--- config.mk ---
export PLATFORM = sky130hd
export DESIGN_NAME = mul_hilo_writeback
export DESIGN_NICKNAME = d
export VERILOG_FILES = /design/src/rtl/mul_hilo_writeback.sv
export SDC_FILE = /design/constraint.sdc
export NUM_CORES = 1
export LEC_CHECK = 0
export ABC_CLOCK_PERIOD_IN_PS = 4100
export CORE_UTILIZATION = 25
export CTS_CLUSTER_DIAMETER = 50
export CTS_CLUSTER_SIZE = 30
export DETAILED_ROUTE_END_ITERATION = 8
export PLACE_DENSITY = 0.62
export SLEW_MARGIN = 0
export SYNTH_ARGS = -nofsm -noshare
export SYNTH_HDL_FRONTEND = slang
export SYNTH_SLANG_ARGS = --single-unit
--- constraint.sdc ---
create_clock -name clock -period 4.1 [get_ports clock]
set_clock_uncertainty 0.15 [all_clocks]
set_input_delay 0.41 -clock clock [delete_from_list [all_inputs] [get_ports clock]]
set_output_delay 0.41 -clock clock [all_outputs]
set_load 0.05 [all_outputs]
--- src/rtl/mul_hilo_writeback.sv ---
//------------------------------------------------------------------------------
// mul_hilo_writeback: latches a 64-bit multiplier product into HI/LO and drains
// both words over a valid/ready bus in a selectable order. Rev 1.0
//------------------------------------------------------------------------------
`default_nettype none

module mul_hilo_writeback #(
  parameter bit HI_FIRST = 1'b0
) (
  input  logic        clock,
  input  logic        reset,
  input  logic        prod_valid,
  input  logic [63:0] product,
  output logic        prod_ready,
  output logic        bus_valid,
  output logic [31:0] bus_data,
  output logic        bus_sel,
  input  logic        bus_ready,
  output logic [31:0] hi_out,
  output logic [31:0] lo_out,
  output logic        ovf,
  output logic        done
);

  typedef enum logic [1:0] {
    IDLE        = 2'd0,
    SEND_FIRST  = 2'd1,
    SEND_SECOND = 2'd2
  } state_t;

  state_t      state, state_n;
  logic [31:0] hi_q, hi_n;
  logic [31:0] lo_q, lo_n;
  logic        ovf_q, ovf_n;
  logic        bus_valid_q, bus_valid_n;
  logic [31:0] bus_data_q, bus_data_n;
  logic        bus_sel_q, bus_sel_n;
  logic        done_q, done_n;
  logic        prod_ready_q, prod_ready_n;

  always_ff @(posedge clock) begin
    if (reset) begin
      state <= IDLE;
    end else begin
      state <= state_n;
    end
  end

  always_comb begin
    state_n     = state;
    hi_n        = hi_q;
    lo_n        = lo_q;
    ovf_n       = ovf_q;
    bus_valid_n = bus_valid_q;
    bus_data_n  = bus_data_q;
    bus_sel_n   = bus_sel_q;
    done_n      = 1'b0;

    case (state)
      IDLE: begin
        if (prod_valid) begin
          hi_n        = product[63:32];
          lo_n        = product[31:0];
          // Fits in signed 32 bits only when HI is a pure sign extension of LO.
          ovf_n       = (product[63:32] != {32{product[31]}});
          state_n     = SEND_FIRST;
          bus_valid_n = 1'b1;
          bus_data_n  = HI_FIRST ? product[63:32] : product[31:0];
          bus_sel_n   = HI_FIRST;
        end
      end
      SEND_FIRST: begin
        if (bus_ready) begin
          state_n    = SEND_SECOND;
          bus_data_n = HI_FIRST ? lo_q : hi_q;
          bus_sel_n  = !HI_FIRST;
        end
      end
      SEND_SECOND: begin
        if (bus_ready) begin
          state_n     = IDLE;
          bus_valid_n = 1'b0;
          done_n      = 1'b1;
        end
      end
      default: begin
        state_n     = IDLE;
        bus_valid_n = 1'b0;
      end
    endcase

    prod_ready_n = (state_n == IDLE);
  end

  // Every output is a flop so no input reaches an output combinationally.
  always_ff @(posedge clock) begin
    if (reset) begin
      hi_q         <= 32'd0;
      lo_q         <= 32'd0;
      ovf_q        <= 1'b0;
      bus_valid_q  <= 1'b0;
      bus_data_q   <= 32'd0;
      bus_sel_q    <= 1'b0;
      done_q       <= 1'b0;
      prod_ready_q <= 1'b1;
    end else begin
      hi_q         <= hi_n;
      lo_q         <= lo_n;
      ovf_q        <= ovf_n;
      bus_valid_q  <= bus_valid_n;
      bus_data_q   <= bus_data_n;
      bus_sel_q    <= bus_sel_n;
      done_q       <= done_n;
      prod_ready_q <= prod_ready_n;
    end
  end

  assign prod_ready = prod_ready_q;
  assign bus_valid  = bus_valid_q;
  assign bus_data   = bus_data_q;
  assign bus_sel    = bus_sel_q;
  assign hi_out     = hi_q;
  assign lo_out     = lo_q;
  assign ovf        = ovf_q;
  assign done       = done_q;

endmodule

`default_nettype wire

==> metrics.cfg <==
[status]
status=finished, final reports clean

[detailed_routing]
final_antenna_net_count=0
routed_wl_mm=12.9
post_drt_wl_per_cell_um=15.2
vias=3874
drt-vias-per-instance=4.57
dr.pass1.iters=6
drt_iter0_markers=150
drc_errors=0

[timing]
setup_viol=0
hold_viol=0
rsz0062_at_grt=false
fmax_mhz=429
slew_violations=0
worst_pin_slew_ns=0.967
fin_crit_ns=2.33
setup_tns_ns=0
slew-limit-headroom_pct=35.5
fin_crit_sh_pct=56.9

[synth]
synth.cell_area_mm2=0.00418
synthTopCellsByArea=dfxtp_1, nand2_1, a211oi_2
yosysTopAreaCell=dfxtp_1
synth_cell_types=27
synth.avg_cell_area_um2=8.70
ys_seq_elements=103
synthCells=480
ys_seq_area_share_pct=49.4
yosys_warnings=0
synth_top_area_share_pct=49.4
synth_nets=548

[final_layout]
fillers=1618
finalInstanceArea_mm2=0.00631
num_antenna_cells=0
drive_gt1_share_pct=8.54
layout_common_cells=clkdlybuf4s50_1, nand2_1, dfxtp_1
layout_commonest_cell=clkdlybuf4s50_1
syn_to_final_growth_pct=51.0
nNetsFinal=695

[global_routing]
grt_use_total_pct=15.1
globalRoute.totalOverflow=0
grt_max_degree=81
grt_pass1_wl_mm=20.6
grt_pass1_vias=3853
antenna_found_initial=0

[worst_hold_path]
hp-class=reg2reg

[floorplan]
dieArea_mm2=0.0172
rows=46
die_w_um=131
die_h_um=131
fp.coreArea_mm2=0.0161
start_util_pct=25.9
ios=169

[worst_setup_path]
worstSetupStartpointType=input port
required_ns=4.13
cp_max_fo=10
path_class=in2reg
r2r_setup_slack_ns=1.87
critical_path_arrival_ns=2.37
endpoint_kind=flip-flop

[placement]
dpl_cell_area_mm2=0.00598
gp_congestion=0.758
hpwlAfterDp_mm=8.85
port_buffers=168

[clock_network]
h-tree-depth=3
insertion_delay_ns=0.34
cts-resized-gates=0
cts_made_buffers=9
clkTransAtPathRegs_ns=0.07
post_cts_buffers=0
cts_root_buf=clkbuf_16
hold_buffers=0
cts_tree=built
clockBufferDepth=2
cts.sink_count=103

[job]
drv_cap=0

[power_and_ir_drop]
powerDensity_mw_per_mm2=450
irDropWorstVdd_mv=0.187
p_leak_uw=0.00237

-- registers in the layout, indices dropped and copies added, names as in the netlist --
| signal | flops |
|---|---|
| bus_data | 32 |
| bus_sel | 1 |
| bus_valid | 1 |
| done | 1 |
| hi_out | 32 |
| lo_out | 32 |
| ovf | 1 |
| prod_ready | 1 |
| state | 2 |
-- stage by stage --
step	hold WS, ns	std cells	setup slack (ns)	total power, uW	utilization, %
floorplan	0.362	480	2.49	1660	-
global placement	0.292	832	1.34	1930	37.1
detailed placement	0.296	832	1.33	1940	37.1
CTS	0.306	848	1.71	2880	39.1
global route	0.327	848	1.66	2980	39.1
finish	0.305	848	1.77	2840	39.1
-- routing by layer --
| layer | GRT usage (%) | vias to the layer above | wire length [um] |
|---|---|---|---|
| li1 | - | 1929 | - |
| met1 | 18.7 | 1823 | 5810 |
| met2 | 25.2 | 110 | 6120 |
| met3 | 3.43 | 12 | 738 |
| met4 | 6.01 | 0 | 191 |
| met5 | 0 | - | 0 |
-- report_power, final --
group | switching (uW) | internal [uW] | leakage (uW) | total (uW)
registers | 53.5 | 1080 | 0.000849 | 1140
logic | 502 | 276 | 0.00137 | 777
clock network | 373 | 552 | 0.000156 | 925
-- final cells by class --
type / instances / area [um2] / share of cell area (%)
Clock buffer: 11 / 243 / 3.85
Clock inverter: 5 / 81.3 / 1.29
Multi-Input combinational cell: 340 / 1930 / 30.7
Sequential cell: 103 / 2060 / 32.7
Tap cell: 216 / 270 / 4.28
Timing Repair Buffer: 173 / 1720 / 27.2
-- Yosys cell counts --
cell type and n:
nand2_1 133, dfxtp_1 103, a21oi_1 68, nor2_1 41, mux2i_1 32, a211oi_2 28, clkbuf_1 17, buf_2 11
nand3_1 7, a211oi_1 5, nor4_1 5, buf_4 4, buf_6 3, nand4_1 3, nor3_1 3, or3_1 3
and4_1 2, buf_1 2, nand3b_1 2, a222oi_1 1, a31o_2 1, nand2_4 1, nand2b_1 1, nor3b_2 1
nor4bb_1 1, o21ai_0 1, or3b_1 1
-- path summary, 6_finish.rpt --
| path | from | endpoint | cells after the start |
|---|---|---|---|
| setup / recovery | product[31] | ovf | 5 |
| hold / removal | lo_out[12] | lo_out[12] | 2 |
| setup reg to reg | state[1] | bus_data[12] | 4 |
| hold reg to reg | lo_out[12] | lo_out[12] | 2 |
-- cells by family after synthesis --
group	Yosys count	synth area share, %
AO/OA/AOI/OAI	104	18.0
buffers and inverters	37	4.55
flip-flops	103	49.4
multiplexers	32	7.67
AND/OR/NAND/NOR	204	20.4
-- critical path, stage by stage --
cell and delay [ns]:
clkdlybuf4s50_1 0.84, nand4_1 0.15, or3_1 0.42, a222oi_1 0.41, a211oi_1 0.14
No activity file was read; power rests on OpenSTA's default activity.
